`config.mk`:
```
export PLATFORM = sky130hd
export DESIGN_NAME = reduce_xor_pipe_flat
export DESIGN_NICKNAME = d
export VERILOG_FILES = /design/src/rtl/reduce_xor_pkg.sv /design/src/rtl/reduce_xor_pipe_if.sv /design/src/rtl/reduce_xor_stage.sv /design/src/rtl/reduce_xor_pipe.sv /design/src/flat_wrapper.sv
export SDC_FILE = /design/constraint.sdc
export NUM_CORES = 1
export LEC_CHECK = 0
export CORE_MARGIN = 4
export CORE_UTILIZATION = 40
export CTS_BUF_LIST = sky130_fd_sc_hd__clkbuf_4 sky130_fd_sc_hd__clkbuf_8 sky130_fd_sc_hd__clkbuf_16
export DETAILED_ROUTE_END_ITERATION = 16
export PLACE_DENSITY = 0.82
export REMOVE_ABC_BUFFERS = 1
export SYNTH_ARGS = -nofsm -noshare
export SYNTH_HDL_FRONTEND = slang
export SYNTH_SLANG_ARGS = --single-unit
```
`constraint.sdc`:
```
create_clock -name in_clock -period 1.18 [get_ports in_clock]
set_input_delay 0.354 -clock in_clock [delete_from_list [all_inputs] [get_ports in_clock]]
set_output_delay 0.354 -clock in_clock [all_outputs]
set_load 0.02 [all_outputs]
```
`src/rtl/reduce_xor_pkg.sv`:
```
// Shared sizing helpers for the XOR reduction pipeline.
// Provides tree-level and stage-count arithmetic used by the top and stage
// modules, plus the default element type.
package reduce_xor_pkg;

  localparam int unsigned DEFAULT_ELEMENT_WIDTH = 4;

  typedef logic [DEFAULT_ELEMENT_WIDTH-1:0] element_t;

  // Depth of the full pairwise XOR tree for n elements.
  function automatic int unsigned tree_levels(input int unsigned n);
    return (n <= 1) ? 32'd0 : 32'($clog2(n));
  endfunction

  // Number of registered stages when sl tree levels share one stage (at least one).
  function automatic int unsigned stage_count(input int unsigned n, input int unsigned sl);
    int unsigned l;
    int unsigned s;
    l = tree_levels(n);
    s = (l + sl - 1) / sl;
    return (s == 0) ? 32'd1 : s;
  endfunction

  // Element count remaining after lv pairwise levels.
  function automatic int unsigned elems_after(input int unsigned n, input int unsigned lv);
    int unsigned c;
    c = n;
    for (int unsigned i = 0; i < lv; i++) c = (c + 1) / 2;
    return c;
  endfunction

endpackage

```
`src/rtl/reduce_xor_pipe_if.sv`:
```
// Beat-in / result-out handshake bundle for reduce_xor_pipe.
// master: producer of beats and consumer of results (bench / upstream logic).
// slave : the reduction pipeline.
interface reduce_xor_pipe_if #(
  parameter int unsigned NUM_ELEMENTS  = 5,
  parameter int unsigned ELEMENT_WIDTH = 4
);
  logic [NUM_ELEMENTS*ELEMENT_WIDTH-1:0] in_elements;
  logic                                  in_valid;
  logic                                  in_ready;
  logic                                  in_last;
  logic [ELEMENT_WIDTH-1:0]              out_xor;
  logic                                  out_valid;
  logic                                  out_ready;

  modport master (
    output in_elements, in_valid, in_last, out_ready,
    input  in_ready, out_xor, out_valid
  );

  modport slave (
    input  in_elements, in_valid, in_last, out_ready,
    output in_ready, out_xor, out_valid
  );
endinterface

```
`src/rtl/reduce_xor_stage.sv`:
```
// One registered slice of the XOR tree: LEVELS pairwise levels followed by a
// valid/data/last register that loads whenever load is high.
// Ports: clk, rst_n (async active-low), load, in_data/in_valid/in_last from
// the previous slice, out_data/out_valid/out_last registered.
// With ACCUM set (final slice only) results are XOR-accumulated across a
// frame and out_valid rises only for the frame's last beat.
module reduce_xor_stage import reduce_xor_pkg::*; #(
  parameter int unsigned IN_CNT        = 2,
  parameter int unsigned LEVELS        = 1,
  parameter int unsigned ELEMENT_WIDTH = 4,
  parameter bit          ACCUM         = 1'b0,
  localparam int unsigned OUT_CNT      = elems_after(IN_CNT, LEVELS)
) (
  input  logic                              clk,
  input  logic                              rst_n,
  input  logic                              load,
  input  logic [IN_CNT*ELEMENT_WIDTH-1:0]   in_data,
  input  logic                              in_valid,
  input  logic                              in_last,
  output logic [OUT_CNT*ELEMENT_WIDTH-1:0]  out_data,
  output logic                              out_valid,
  output logic                              out_last
);

  localparam int unsigned W  = ELEMENT_WIDTH;
  localparam int unsigned DW = OUT_CNT * W;

  // Pairwise XOR levels; the zero padding makes an odd element pass through.
  function automatic logic [DW-1:0] reduce_levels(input logic [IN_CNT*W-1:0] d);
    logic [2*IN_CNT*W-1:0] cur;
    logic [2*IN_CNT*W-1:0] nxt;
    cur = '0;
    cur[IN_CNT*W-1:0] = d;
    for (int unsigned l = 0; l < LEVELS; l++) begin
      nxt = '0;
      for (int unsigned i = 0; i < IN_CNT; i++)
        nxt[i*W +: W] = cur[2*i*W +: W] ^ cur[(2*i+1)*W +: W];
      cur = nxt;
    end
    return cur[DW-1:0];
  endfunction

  logic [DW-1:0] tree;
  logic [DW-1:0] data_q;
  logic          valid_q;
  logic          last_q;

  assign tree      = reduce_levels(in_data);
  assign out_data  = data_q;
  assign out_valid = valid_q;
  assign out_last  = last_q;

  if (ACCUM) begin : g_accum
    logic [W-1:0] acc;

    // Non-last beats fold into acc and leave the slice empty; the last beat
    // presents the frame total and restarts the accumulator.
    always_ff @(posedge clk or negedge rst_n) begin
      if (!rst_n) begin
        valid_q <= 1'b0;
        last_q  <= 1'b0;
        data_q  <= '0;
        acc     <= '0;
      end else if (load) begin
        valid_q <= in_valid && in_last;
        last_q  <= in_valid && in_last;
        if (in_valid) begin
          if (in_last) begin
            data_q <= DW'(acc ^ tree[W-1:0]);
            acc    <= '0;
          end else begin
            acc    <= acc ^ tree[W-1:0];
          end
        end
      end
    end
  end else begin : g_plain
    // Plain pipeline register; data holds while empty or stalled.
    always_ff @(posedge clk or negedge rst_n) begin
      if (!rst_n) begin
        valid_q <= 1'b0;
        last_q  <= 1'b0;
        data_q  <= '0;
      end else if (load) begin
        valid_q <= in_valid;
        last_q  <= in_last;
        if (in_valid) data_q <= tree;
      end
    end
  end

endmodule

```
`src/rtl/reduce_xor_pipe.sv`:
```
// Pipelined XOR reduction of NUM_ELEMENTS elements per beat with
// valid/ready flow control and bubble collapsing.
// Ports: in_clock, in_reset_n (async active-low), bus (slave modport):
//   in_elements/in_valid/in_last/in_ready beat side,
//   out_xor/out_valid/out_ready result side.
// Define REDUCE_XOR_PIPE_ACCUM_EN to accumulate beats into one result per
// frame (frame ends at in_last); otherwise in_last is carried but ignored.
module reduce_xor_pipe import reduce_xor_pkg::*; #(
  parameter int unsigned NUM_ELEMENTS  = 5,
  parameter int unsigned ELEMENT_WIDTH = 4,
  parameter int unsigned STAGE_LEVELS  = 1
) (
  input  logic               in_clock,
  input  logic               in_reset_n,
  reduce_xor_pipe_if.slave   bus
);

  localparam int unsigned NUM_STAGES = stage_count(NUM_ELEMENTS, STAGE_LEVELS);
  localparam int unsigned EW         = ELEMENT_WIDTH;

`ifdef REDUCE_XOR_PIPE_ACCUM_EN
  localparam bit ACCUM_EN = 1'b1;
`else
  localparam bit ACCUM_EN = 1'b0;
`endif

  logic [NUM_STAGES-1:0] vld;
  logic [NUM_STAGES-1:0] ld;
  logic                  unused_tail_last;

  // A slice loads when it is empty or its successor is taking its contents.
  always_comb begin
    ld = '0;
    ld[NUM_STAGES-1] = !vld[NUM_STAGES-1] || bus.out_ready;
    for (int k = int'(NUM_STAGES) - 2; k >= 0; k--)
      ld[k] = !vld[k] || ld[k+1];
  end

  for (genvar k = 0; k < NUM_STAGES; k++) begin : g_stage
    localparam int unsigned IN_CNT  = elems_after(NUM_ELEMENTS, 32'(k) * STAGE_LEVELS);
    localparam int unsigned OUT_CNT = elems_after(NUM_ELEMENTS, 32'(k + 1) * STAGE_LEVELS);

    logic [IN_CNT*EW-1:0]  din;
    logic                  din_valid;
    logic                  din_last;
    logic [OUT_CNT*EW-1:0] dout;
    logic                  dout_last;

    if (k == 0) begin : g_head
      assign din       = bus.in_elements;
      assign din_valid = bus.in_valid;
      assign din_last  = bus.in_last;
    end else begin : g_link
      assign din       = g_stage[k-1].dout;
      assign din_valid = vld[k-1];
      assign din_last  = g_stage[k-1].dout_last;
    end

    reduce_xor_stage #(
      .IN_CNT        (IN_CNT),
      .LEVELS        (STAGE_LEVELS),
      .ELEMENT_WIDTH (EW),
      .ACCUM         (ACCUM_EN && (k == NUM_STAGES - 1))
    ) u_stage (
      .clk       (in_clock),
      .rst_n     (in_reset_n),
      .load      (ld[k]),
      .in_data   (din),
      .in_valid  (din_valid),
      .in_last   (din_last),
      .out_data  (dout),
      .out_valid (vld[k]),
      .out_last  (dout_last)
    );
  end

  // Ready is forced low during reset so no beat is offered a handshake then.
  assign bus.in_ready  = in_reset_n && ld[0];
  assign bus.out_valid = vld[NUM_STAGES-1];
  assign bus.out_xor   = g_stage[NUM_STAGES-1].dout;
  assign unused_tail_last = g_stage[NUM_STAGES-1].dout_last;

endmodule

```
`src/flat_wrapper.sv`:
```
// flat-port wrapper written by rule: the top's interface ports become plain ports
module reduce_xor_pipe_flat import reduce_xor_pkg::*;
#(
  parameter int unsigned NUM_ELEMENTS  = 5,
  parameter int unsigned ELEMENT_WIDTH = 4,
  parameter int unsigned STAGE_LEVELS  = 1
)
  (in_clock, in_reset_n, bus_in_elements, bus_in_valid, bus_in_last, bus_out_ready, bus_in_ready, bus_out_xor, bus_out_valid);
  reduce_xor_pipe_if #(.NUM_ELEMENTS(NUM_ELEMENTS), .ELEMENT_WIDTH(ELEMENT_WIDTH)) bus_i ();
  input  logic in_clock;
  input  logic in_reset_n;
  input wire logic [$bits(bus_i.in_elements)-1:0] bus_in_elements;
  input wire logic [$bits(bus_i.in_valid)-1:0] bus_in_valid;
  input wire logic [$bits(bus_i.in_last)-1:0] bus_in_last;
  input wire logic [$bits(bus_i.out_ready)-1:0] bus_out_ready;
  output wire logic [$bits(bus_i.in_ready)-1:0] bus_in_ready;
  output wire logic [$bits(bus_i.out_xor)-1:0] bus_out_xor;
  output wire logic [$bits(bus_i.out_valid)-1:0] bus_out_valid;
  assign bus_i.in_elements = bus_in_elements;
  assign bus_i.in_valid = bus_in_valid;
  assign bus_i.in_last = bus_in_last;
  assign bus_i.out_ready = bus_out_ready;
  assign bus_in_ready = bus_i.in_ready;
  assign bus_out_xor = bus_i.out_xor;
  assign bus_out_valid = bus_i.out_valid;
  reduce_xor_pipe #(.NUM_ELEMENTS(NUM_ELEMENTS), .ELEMENT_WIDTH(ELEMENT_WIDTH), .STAGE_LEVELS(STAGE_LEVELS)) u_core (.in_clock(in_clock), .in_reset_n(in_reset_n), .bus(bus_i));
endmodule
```
==> results of run 1 <==
==> timing repair <==
action                     CTS  global route
pin swaps                    4             3
setup endpoints to repair   30            30
cloned                       1             0
resized for setup           47             5
setup buffers                4             4
==> power groups by stage <==
stage / clock network (mW) / registers [mW] / logic [mW]
2_1_floorplan: 0 / 1.43 / 0.454
3_3_place_gp: 0 / 1.36 / 0.854
3_5_place_dp: 0 / 1.37 / 0.901
4_1_cts: 0.414 / 1.37 / 0.995
5_1_grt: 0.457 / 1.40 / 1.11
6_report: 0.398 / 1.37 / 1.03
==> state kept, by name, indices dropped and copies added (netlist names) <==
| name | flops |
|---|---|
| u_core.g_stage.u_stage.out_valid | 3 |
| u_core.g_stage.u_stage.out_data | 24 |
==> final timing paths <==
kind	startpoint	end	slack [ps]	cells past startpoint
worst max-delay path	u_core.g_stage[1].u_stage.out_valid	bus_in_ready	-300	3
worst min-delay path	in_reset_n	u_core.g_stage[2].u_stage.out_data[0]	430	2
worst max register to register	u_core.g_stage[1].u_stage.out_valid	u_core.g_stage[1].u_stage.out_data[2]	-160	4
worst min register to register	u_core.g_stage[0].u_stage.out_data[11]	u_core.g_stage[1].u_stage.out_data[7]	530	1
max in group asynchronous	in_reset_n	u_core.g_stage[0].u_stage.out_data[9]	510	2
min in group in_clock	bus_out_ready	u_core.g_stage[2].u_stage.out_valid	530	3
==> synth_stat cells <==
master	count	area share, %
mux2_4	10	12
buf_12	1	1.6
xor2_1	16	11
or2b_1	1	0.62
nand2_1	1	0.31
nand3b_1	1	0.62
mux2_2	14	13
nand2_4	1	0.92
nand2_2	1	0.51
dfrtp_1	27	55
and2_1	1	0.51
nand2b_1	3	1.5
nand4b_2	1	1.2
==> cell families (layout without fill, tap and decap cells) <==
logic type             count (synthesis)  after routing  synth area share [%]
XOR/XNOR                              16             16                 11.49
buffers and inverters                  1             43                 1.641
flip-flops                            27             27                 55.38
multiplexers                          24             24                 25.23
AND/OR/NAND/NOR                       10             11                 6.257
==> layout make-up <==
| cell class | instances | area, µm² | share of cell area (%) |
|---|---|---|---|
| clock buffer | 3 | 22.52 | 1.311 |
| sequential | 27 | 675.6 | 39.33 |
| timing repair buffer | 39 | 374.1 | 21.78 |
| clock inverter | 1 | 7.507 | 0.4370 |
| multi-input combinational | 51 | 599.3 | 34.89 |
| tap | 31 | 38.79 | 2.258 |
==> per-layer routing <==
layer	up-vias	share of wire (%)	GRT usage [%]
met5	-	0	0
met4	0	0.67	2.695
li1	351	-	-
met3	2	7.7	5.151
met2	30	52	21.61
met1	376	39	14.09
==> metrics by stage <==
stage	cell area, µm²	utilization [%]	hold slack, ps	cells	setup TNS, ps
6_report	1718	60.73	427.9	152	-3710
5_1_grt	1718	60.73	463.0	152	-4736
4_1_cts	1683	59.49	420.6	150	-3376
3_5_place_dp	1567	55.37	493.3	142	-15730
3_3_place_gp	1567	55.37	486.9	142	-14400
2_1_floorplan	1200	-	58.41	77	-2051
==> run_results.csv, run 1 <==
group,metric,value,unit
floorplanning,dieArea,3997,µm²
clock_network,path_clk_slew,140,ps
timing,hold_violations,0,
power_and_ir_drop,vdd_drop_max,848.7,µV
power_and_ir_drop,pwr-share-seq,49.0,%
finish,mostFrequentLayoutCells,"dfrtp_1, clkdlybuf4s50_1, xor2_1, mux2_4",
finish,syn_to_final_growth,40.82,%
timing,rsz0062_at_grt,"yes",
floorplanning,start_util,43.12,%
worst_setup_path,critPathRequiredTime,830,ps
power_and_ir_drop,switchingPower,832.7,µW
clock_network,root_buffer,"clkbuf_4",
timing,worstMarginPinSlew,452.6,ps
global_routing,grt_pass1_wl,3.870,mm
finish,fin_nets,147,
yosys,netlist_area,1220,µm²
floorplanning,core,2829,µm²
place,hpwl,1.665,mm
clock_network,clockBufferDepth,2,
clock_network,cts_hold_buf,0,
floorplanning,die_x,63.23,µm
yosys,ys_ff_latch,27,
timing,fin_crit_sh,125.2,%
routing,firstDrtPassIters,4,
yosys,synth_area_per_cell,15.64,µm²
place,pre_cts_ws,-892.0,ps
power_and_ir_drop,clockPowerShare,14.2,%
power_and_ir_drop,sw_frac_of_total,29.72,%
timing,max_freq,677.0,MHz
yosys,ys.warnings.count,0,
timing,skew,1.317,ps
routing,ant_nets,0,
yosys,seq_area_frac_synth,55.38,%
global_routing,grt_pass1_vias,839,
power_and_ir_drop,pwr-share-comb,36.8,%
routing,vias,759,
clock_network,cts_buffers,3,
routing,wl_per_cell,15.63,µm
global_routing,grt_overflow,0,
worst_setup_path,max_stage_delay,420,ps
timing,fin_crit,1477,ps
clock_network,cts_tree,"yes",
finish,final_common_cell,"dfrtp_1",
clock_network,h-tree-depth,1,
worst_setup_path,crit_slowest_cell,"dfrtp_1",
run,maxCapViolCount,0,
power_and_ir_drop,p_per_area,1631,nW/µm²
worst_setup_path,crit_chain,"nand4b_4 -> and2_4 -> buf_6",
worst_setup_path,end_kind,"output port",
worst_setup_path,cp_num_buf_inv,1,
floorplanning,design.portCount,31,
finish,num-fill-cells,218,
global_routing,grt_max_degree,28,
timing,drv_slew,0,
worst_setup_path,worstSetupStartpointType,"register",
floorplanning,die_y,63.23,µm
clock_network,clock_sinks,27,
power_and_ir_drop,power,2.802,mW
worst_setup_path,crit_fanout,2,
global_routing,antenna_found_initial,0,
yosys,synth_cell_types,13,
power_and_ir_drop,power.internal,1.969,mW
timing,slew_headroom,69.83,%
global_routing,grt_usage,12.36,%
place,io_buffers,29,
timing,finalSetupViolations,26,
worst_hold_path,hold_class,"input pin to asynchronous set/reset pin",
routing,via_per_inst,4.993,
floorplanning,rows,19,
run_status,status,"finished with violations",
place,gp_congestion,0.7399,
routing,wirelength,2.376,mm
finish,drive_gt1_share,42.15,%
routing,drt_iter0_markers,17,
worst_setup_path,arrival,1120,ps
worst_setup_path,crit_family,"flip-flops",
run_status,violations,"setup timing",
routing,post-route-drc-count,0,
power_and_ir_drop,leakagePower,0.7925,nW
yosys,postSynthCellCount,78,
clock_network,clkLatencyLatePin,320,ps
finish,num_antenna_cells,0,
worst_setup_path,timing_worst_setup_path_type,"register to output port",
timing,fin_ws,-297.2,ps
Power figures use the tool's default switching activity.
==> run 2: changes to the inputs <==
==> constraint.sdc (replaced) <==
create_clock -name in_clock -period 1.3 [get_ports in_clock]
set_input_delay 0.39 -clock in_clock [delete_from_list [all_inputs] [get_ports in_clock]]
set_output_delay 0.39 -clock in_clock [all_outputs]
set_load 0.02 [all_outputs]
==> run 2 against run 1 <==
The flow still finishes with violations (setup timing). Final cell count shrank 2.0%. Non-clock buffer count is 3 lower. Clock-buffer cell count grew 1. Routed wire length down 8.4%. Sequential share of layout area rose by 0.79 points. Power down 11%. Sequential cell count stayed put. Global-route usage decreased by 1.2 points. Combinational power shrank 17%. First-iteration DRC count stayed put. Die area stayed put. Largest power group unchanged. Highest routed layer is now met3.
==> run_results.csv, run 2 (synthesis gave the netlist of run 1 again) <==
group,metric,value,unit
clock_network,clkLatencyLatePin,320,ps
power_and_ir_drop,leakagePower,0.7667,nW
routing,drt_iter0_markers,17,
routing,ant_nets,0,
finish,final_common_cell,"dfrtp_1",
clock_network,cts_buffers,3,
timing,fin_crit,1522,ps
finish,mostFrequentLayoutCells,"dfrtp_1, clkdlybuf4s50_1, xor2_1, mux2_2, mux2_4",
finish,syn_to_final_growth,38.05,%
floorplanning,die_y,63.23,µm
finish,seq_area,675.6,µm²
finish,largest_reg_flops,24,
worst_setup_path,crit_fanout,2,
global_routing,grt_pass1_vias,733,
timing,rsz0062_at_grt,"yes",
clock_network,path_clk_slew,140,ps
routing,wl_per_cell,14.60,µm
power_and_ir_drop,power,2.483,mW
run_status,status,"finished with violations",
finish,fin_nets,144,
finish,num_antenna_cells,0,
floorplanning,core,2829,µm²
routing,via_per_inst,4.866,
clock_network,clockBufferDepth,2,
place,hpwl,1.461,mm
place,dp.cells,142,
worst_hold_path,hold_class,"input pin to asynchronous set/reset pin",
routing,wl_met1,966,µm
routing,top_layer,"met3",
global_routing,grt_overflow,0,
finish,multiInputGateArea,588.1,µm²
worst_setup_path,end_kind,"output port",
finish,num-fill-cells,206,
timing,drv_slew,0,
finish,design_area,1684,µm²
global_routing,antenna_found_initial,0,
power_and_ir_drop,vdd_drop_max,793.7,µV
floorplanning,start_util,43.12,%
floorplanning,dieArea,3997,µm²
floorplanning,design.portCount,31,
routing,firstDrtPassIters,4,
timing,fin_ws,-222.0,ps
power_and_ir_drop,p_per_area,1475,nW/µm²
worst_setup_path,timing_worst_setup_path_type,"register to output port",
place,placed_cell_area,1567,µm²
timing,max_freq,657.0,MHz
worst_setup_path,arrival,1130,ps
timing,fin_crit_sh,117.1,%
clock_network,cts_tree,"yes",
routing,wl_met2,1.071,mm
routing,vias,725,
timing,slew_headroom,70.91,%
run_status,violations,"setup timing",
place,pre_cts_ws,-847.3,ps
finish,fin_cells,149,
timing,skew,1.871,ps
timing,worstMarginPinSlew,436.4,ps
clock_network,clock_sinks,27,
clock_network,cts_hold_buf,0,
finish,drive_gt1_share,40.68,%
place,gp_congestion,0.7397,
place,io_buffers,29,
worst_setup_path,worstSetupStartpointType,"register",
floorplanning,die_x,63.23,µm
run,maxCapViolCount,0,
routing,wirelength,2.176,mm
clock_network,root_buffer,"clkbuf_4",
timing,finalSetupViolations,10,
global_routing,grt_max_degree,28,
timing,hold_violations,0,
worst_setup_path,critPathRequiredTime,910,ps
clock_network,h-tree-depth,1,
routing,post-route-drc-count,0,
timing,fin_hold_ws,469.3,ps
global_routing,grt_usage,11.14,%
floorplanning,rows,19,
routing,dr_wl_met3,139,µm
global_routing,grt_pass1_wl,3.456,mm
==> run 2: critical path: stages, from the launching register on <==
cell and delay, ps:
dfrtp_1 430, nand4b_4 110, and2_4 150, buf_6 120
==> run 2: worst paths after layout <==
check	from	endpoint	slack (ps)	cells after the start
worst max-delay path	u_core.g_stage[2].u_stage.out_valid	bus_in_ready	-220	3
worst min-delay path	in_reset_n	u_core.g_stage[2].u_stage.out_valid	470	2
worst max register to register	u_core.g_stage[1].u_stage.out_valid	u_core.g_stage[1].u_stage.out_data[2]	-30	4
worst min register to register	u_core.g_stage[0].u_stage.out_data[10]	u_core.g_stage[0].u_stage.out_data[10]	530	1
max in group asynchronous	in_reset_n	u_core.g_stage[1].u_stage.out_data[2]	580	2
min in group in_clock	u_core.g_stage[0].u_stage.out_data[10]	u_core.g_stage[0].u_stage.out_data[10]	530	1
==> run 2: per-layer routing <==
layer  global-route usage, %  vias to the layer above
li1                        -                      345
met1                   13.83                      351
met2                   18.45                       29
met3                   4.796                        0
met4                   1.617                        0
met5                       0                        -
==> run 2: timing repair <==
action,CTS,global route
gates resized for setup,33,15
endpoints found under the setup margin,30,26
pin swaps,3,2
setup buffers,2,1
cloned,1,0
==> run 2: area by class of cell <==
cell class	count	share of cell area, %
sequential	27	40.12
clock buffer	4	1.783
timing repair buffer	36	20.88
multi-input combinational	51	34.92
tap	31	2.303
==> run 2: metrics by stage <==
step / util (%) / TNS, ps
floorplan: - / -61.66
global placement: 55.37 / -11840
detailed placement: 55.37 / -12990
CTS: 57.14 / -393.5
global route: 59.53 / -1178
finish: 59.53 / -543.1
==> run 2: power breakdown <==
group | switching, mW | leakage [nW] | internal (mW)
Clock | 0.240 | 0.0184 | 0.141
Sequential | 0.165 | 0.312 | 1.08
Combinational | 0.314 | 0.437 | 0.546
==> run 3: changes to the inputs <==
--- a/config.mk
+++ b/config.mk
@@ -9,7 +9,7 @@
 export CORE_UTILIZATION = 40
 export CTS_BUF_LIST = sky130_fd_sc_hd__clkbuf_4 sky130_fd_sc_hd__clkbuf_8 sky130_fd_sc_hd__clkbuf_16
 export DETAILED_ROUTE_END_ITERATION = 16
-export PLACE_DENSITY = 0.82
+export PLACE_DENSITY = 0.79
 export REMOVE_ABC_BUFFERS = 1
 export SYNTH_ARGS = -nofsm -noshare
 export SYNTH_HDL_FRONTEND = slang
==> constraint.sdc (replaced) <==
create_clock -name in_clock -period 1.92 [get_ports in_clock]
set_input_delay 0.576 -clock in_clock [delete_from_list [all_inputs] [get_ports in_clock]]
set_output_delay 0.576 -clock in_clock [all_outputs]
set_load 0.02 [all_outputs]
==> run 3 against run 2 <==
The run now ends clean. Via count fell by 4.4%. Worst setup slack better by 260 ps. Critical path depth rose by 1. Clock-buffer cell count stayed put. Critical path type is now input pin to output port.
==> run_results.csv, run 3 (synthesis gave the netlist of run 1 again) <==
group,metric,value,unit
worst_setup_path,crit_slowest_cell,"dlygate4sd2_1",
place,io_buffers,29,
floorplanning,die_x,63.23,µm
finish,drive_gt1_share,31.25,%
finish,fin_cells,143,
routing,wl_per_cell,13.92,µm
timing,slew_headroom,78.48,%
worst_setup_path,arrival,1300,ps
power_and_ir_drop,vdd_drop_max,459.9,µV
worst_setup_path,crit_family,"buffers and inverters",
clock_network,cts_hold_buf,0,
floorplanning,start_util,43.12,%
worst_setup_path,max_stage_delay,250,ps
timing,rsz0062_at_grt,"no",
clock_network,clock_sinks,27,
routing,firstDrtPassIters,2,
power_and_ir_drop,leakagePower,0.7285,nW
timing,fin_setup_tns,0,ps
global_routing,grt_usage,10.69,%
global_routing,grt_max_degree,28,
routing,wirelength,1.990,mm
place,dp.cells,139,
timing,skew,0.9764,ps
timing,worstMarginPinSlew,322.8,ps
global_routing,grt_pass1_vias,749,
floorplanning,rows,19,
routing,vias,693,
floorplanning,core,2829,µm²
timing,finalSetupViolations,0,
place,gp_congestion,0.6281,
clock_network,cts_buffers,3,
routing,ant_nets,0,
place,hpwl,1.552,mm
clock_network,path_clk_slew,130,ps
timing,hold_violations,0,
global_routing,grt_overflow,0,
run,maxCapViolCount,0,
floorplanning,dieArea,3997,µm²
routing,drt_iter0_markers,28,
finish,mostFrequentLayoutCells,"dfrtp_1, clkdlybuf4s50_1, xor2_1, mux2_2, mux2_4",
timing,drv_slew,0,
place,pre_cts_ws,-616.0,ps
worst_setup_path,crit_fanout,3,
floorplanning,die_y,63.23,µm
clock_network,clkLatencyLatePin,310,ps
worst_setup_path,critPathRequiredTime,1340,ps
global_routing,grt_pass1_wl,3.381,mm
finish,largest_reg_flops,24,
worst_setup_path,crit_chain,"dlygate4sd2_1 -> nand4b_4 -> and2_4 -> buf_4",
power_and_ir_drop,p_per_area,1010,nW/µm²
worst_setup_path,end_kind,"output port",
worst_setup_path,cp-startpoint,"bus_out_ready",
finish,final_common_cell,"dfrtp_1",
worst_setup_path,timing_worst_setup_path_type,"input pin to output port",
clock_network,h-tree-depth,1,
finish,syn_to_final_growth,29.85,%
timing,fin_crit,1878,ps
global_routing,antenna_found_initial,0,
worst_setup_path,r2r-start,"u_core.g_stage[0].u_stage.out_valid",
timing,fin_ws,41.84,ps
run_status,status,"finished, final reports clean",
timing,fin_crit_sh,97.82,%
finish,fin_nets,138,
clock_network,cts_tree,"yes",
clock_network,root_buffer,"clkbuf_4",
finish,num_antenna_cells,0,
floorplanning,design.portCount,31,
timing,max_freq,532.4,MHz
clock_network,post_cts_buffers,0,
clock_network,clockBufferDepth,2,
worst_hold_path,hold_class,"input pin to asynchronous set/reset pin",
worst_setup_path,worstSetupStartpointType,"input pin",
worst_setup_path,cp_num_buf_inv,2,
routing,via_per_inst,4.846,
routing,post-route-drc-count,0,
power_and_ir_drop,power,1.601,mW
finish,final_util,55.99,%
==> run 3: what timing repair did <==
action / 4_1_cts / 5_1_grt
gates resized for setup: 10 / 2
pin swaps: 0 / 1
endpoints found under the setup margin: 2 / 3
gates cloned: 0 / 0
==> run 3: worst paths after layout <==
check	cells past startpoint	slack, ps	end
setup / recovery	4	40	bus_in_ready
hold / removal	2	400	u_core.g_stage[0].u_stage.out_valid
setup reg to reg	4	510	u_core.g_stage[0].u_stage.out_data[7]
hold reg to reg	1	520	u_core.g_stage[0].u_stage.out_data[10]
max in group asynchronous	2	1280	u_core.g_stage[1].u_stage.out_data[5]
min in group in_clock	1	520	u_core.g_stage[0].u_stage.out_data[10]
==> run 3: power by group <==
part	internal (mW)	switching [mW]
Clock	0.0952	0.152
Combinational	0.327	0.193
Sequential	0.729	0.104
Total	1.15	0.449
==> run 3: final cells by class <==
type,count,area (µm²)
Sequential cell,27,675.6
Multi-Input combinational cell,50,535.5
Clock buffer,4,30.03
Fill cell,235,1245
Tap cell,31,38.79
Timing Repair Buffer,31,304.0
==> run 3: worst reg2reg max path: cells and delay by family, from the launching register on <==
| family | cells | cell delay (ps) |
|---|---|---|
| buf+inv | 1 | 160 |
| flops | 1 | 460 |
| mux | 1 | 380 |
| simple gates | 2 | 310 |
==> run 3: per-layer routing <==
metal  vias up  part of all wire, %  global-route usage [%]  wire length [µm]
li1        330                    -                       -                 -
met1       339                   41                   12.13               821
met2        24                   52                   19.24              1036
met3         0                  6.6                   4.263               132
met4         0                    0                   1.617                 0
met5         -                    0                       0                 0
==> run 3: metrics by stage <==
step           hold slack (ps)  cell area [µm²]
2_1_floorplan            280.4             1200
3_3_place_gp             487.3             1544
3_5_place_dp             499.1             1544
4_1_cts                  404.2             1579
5_1_grt                  426.1             1584
6_report                 397.3             1584
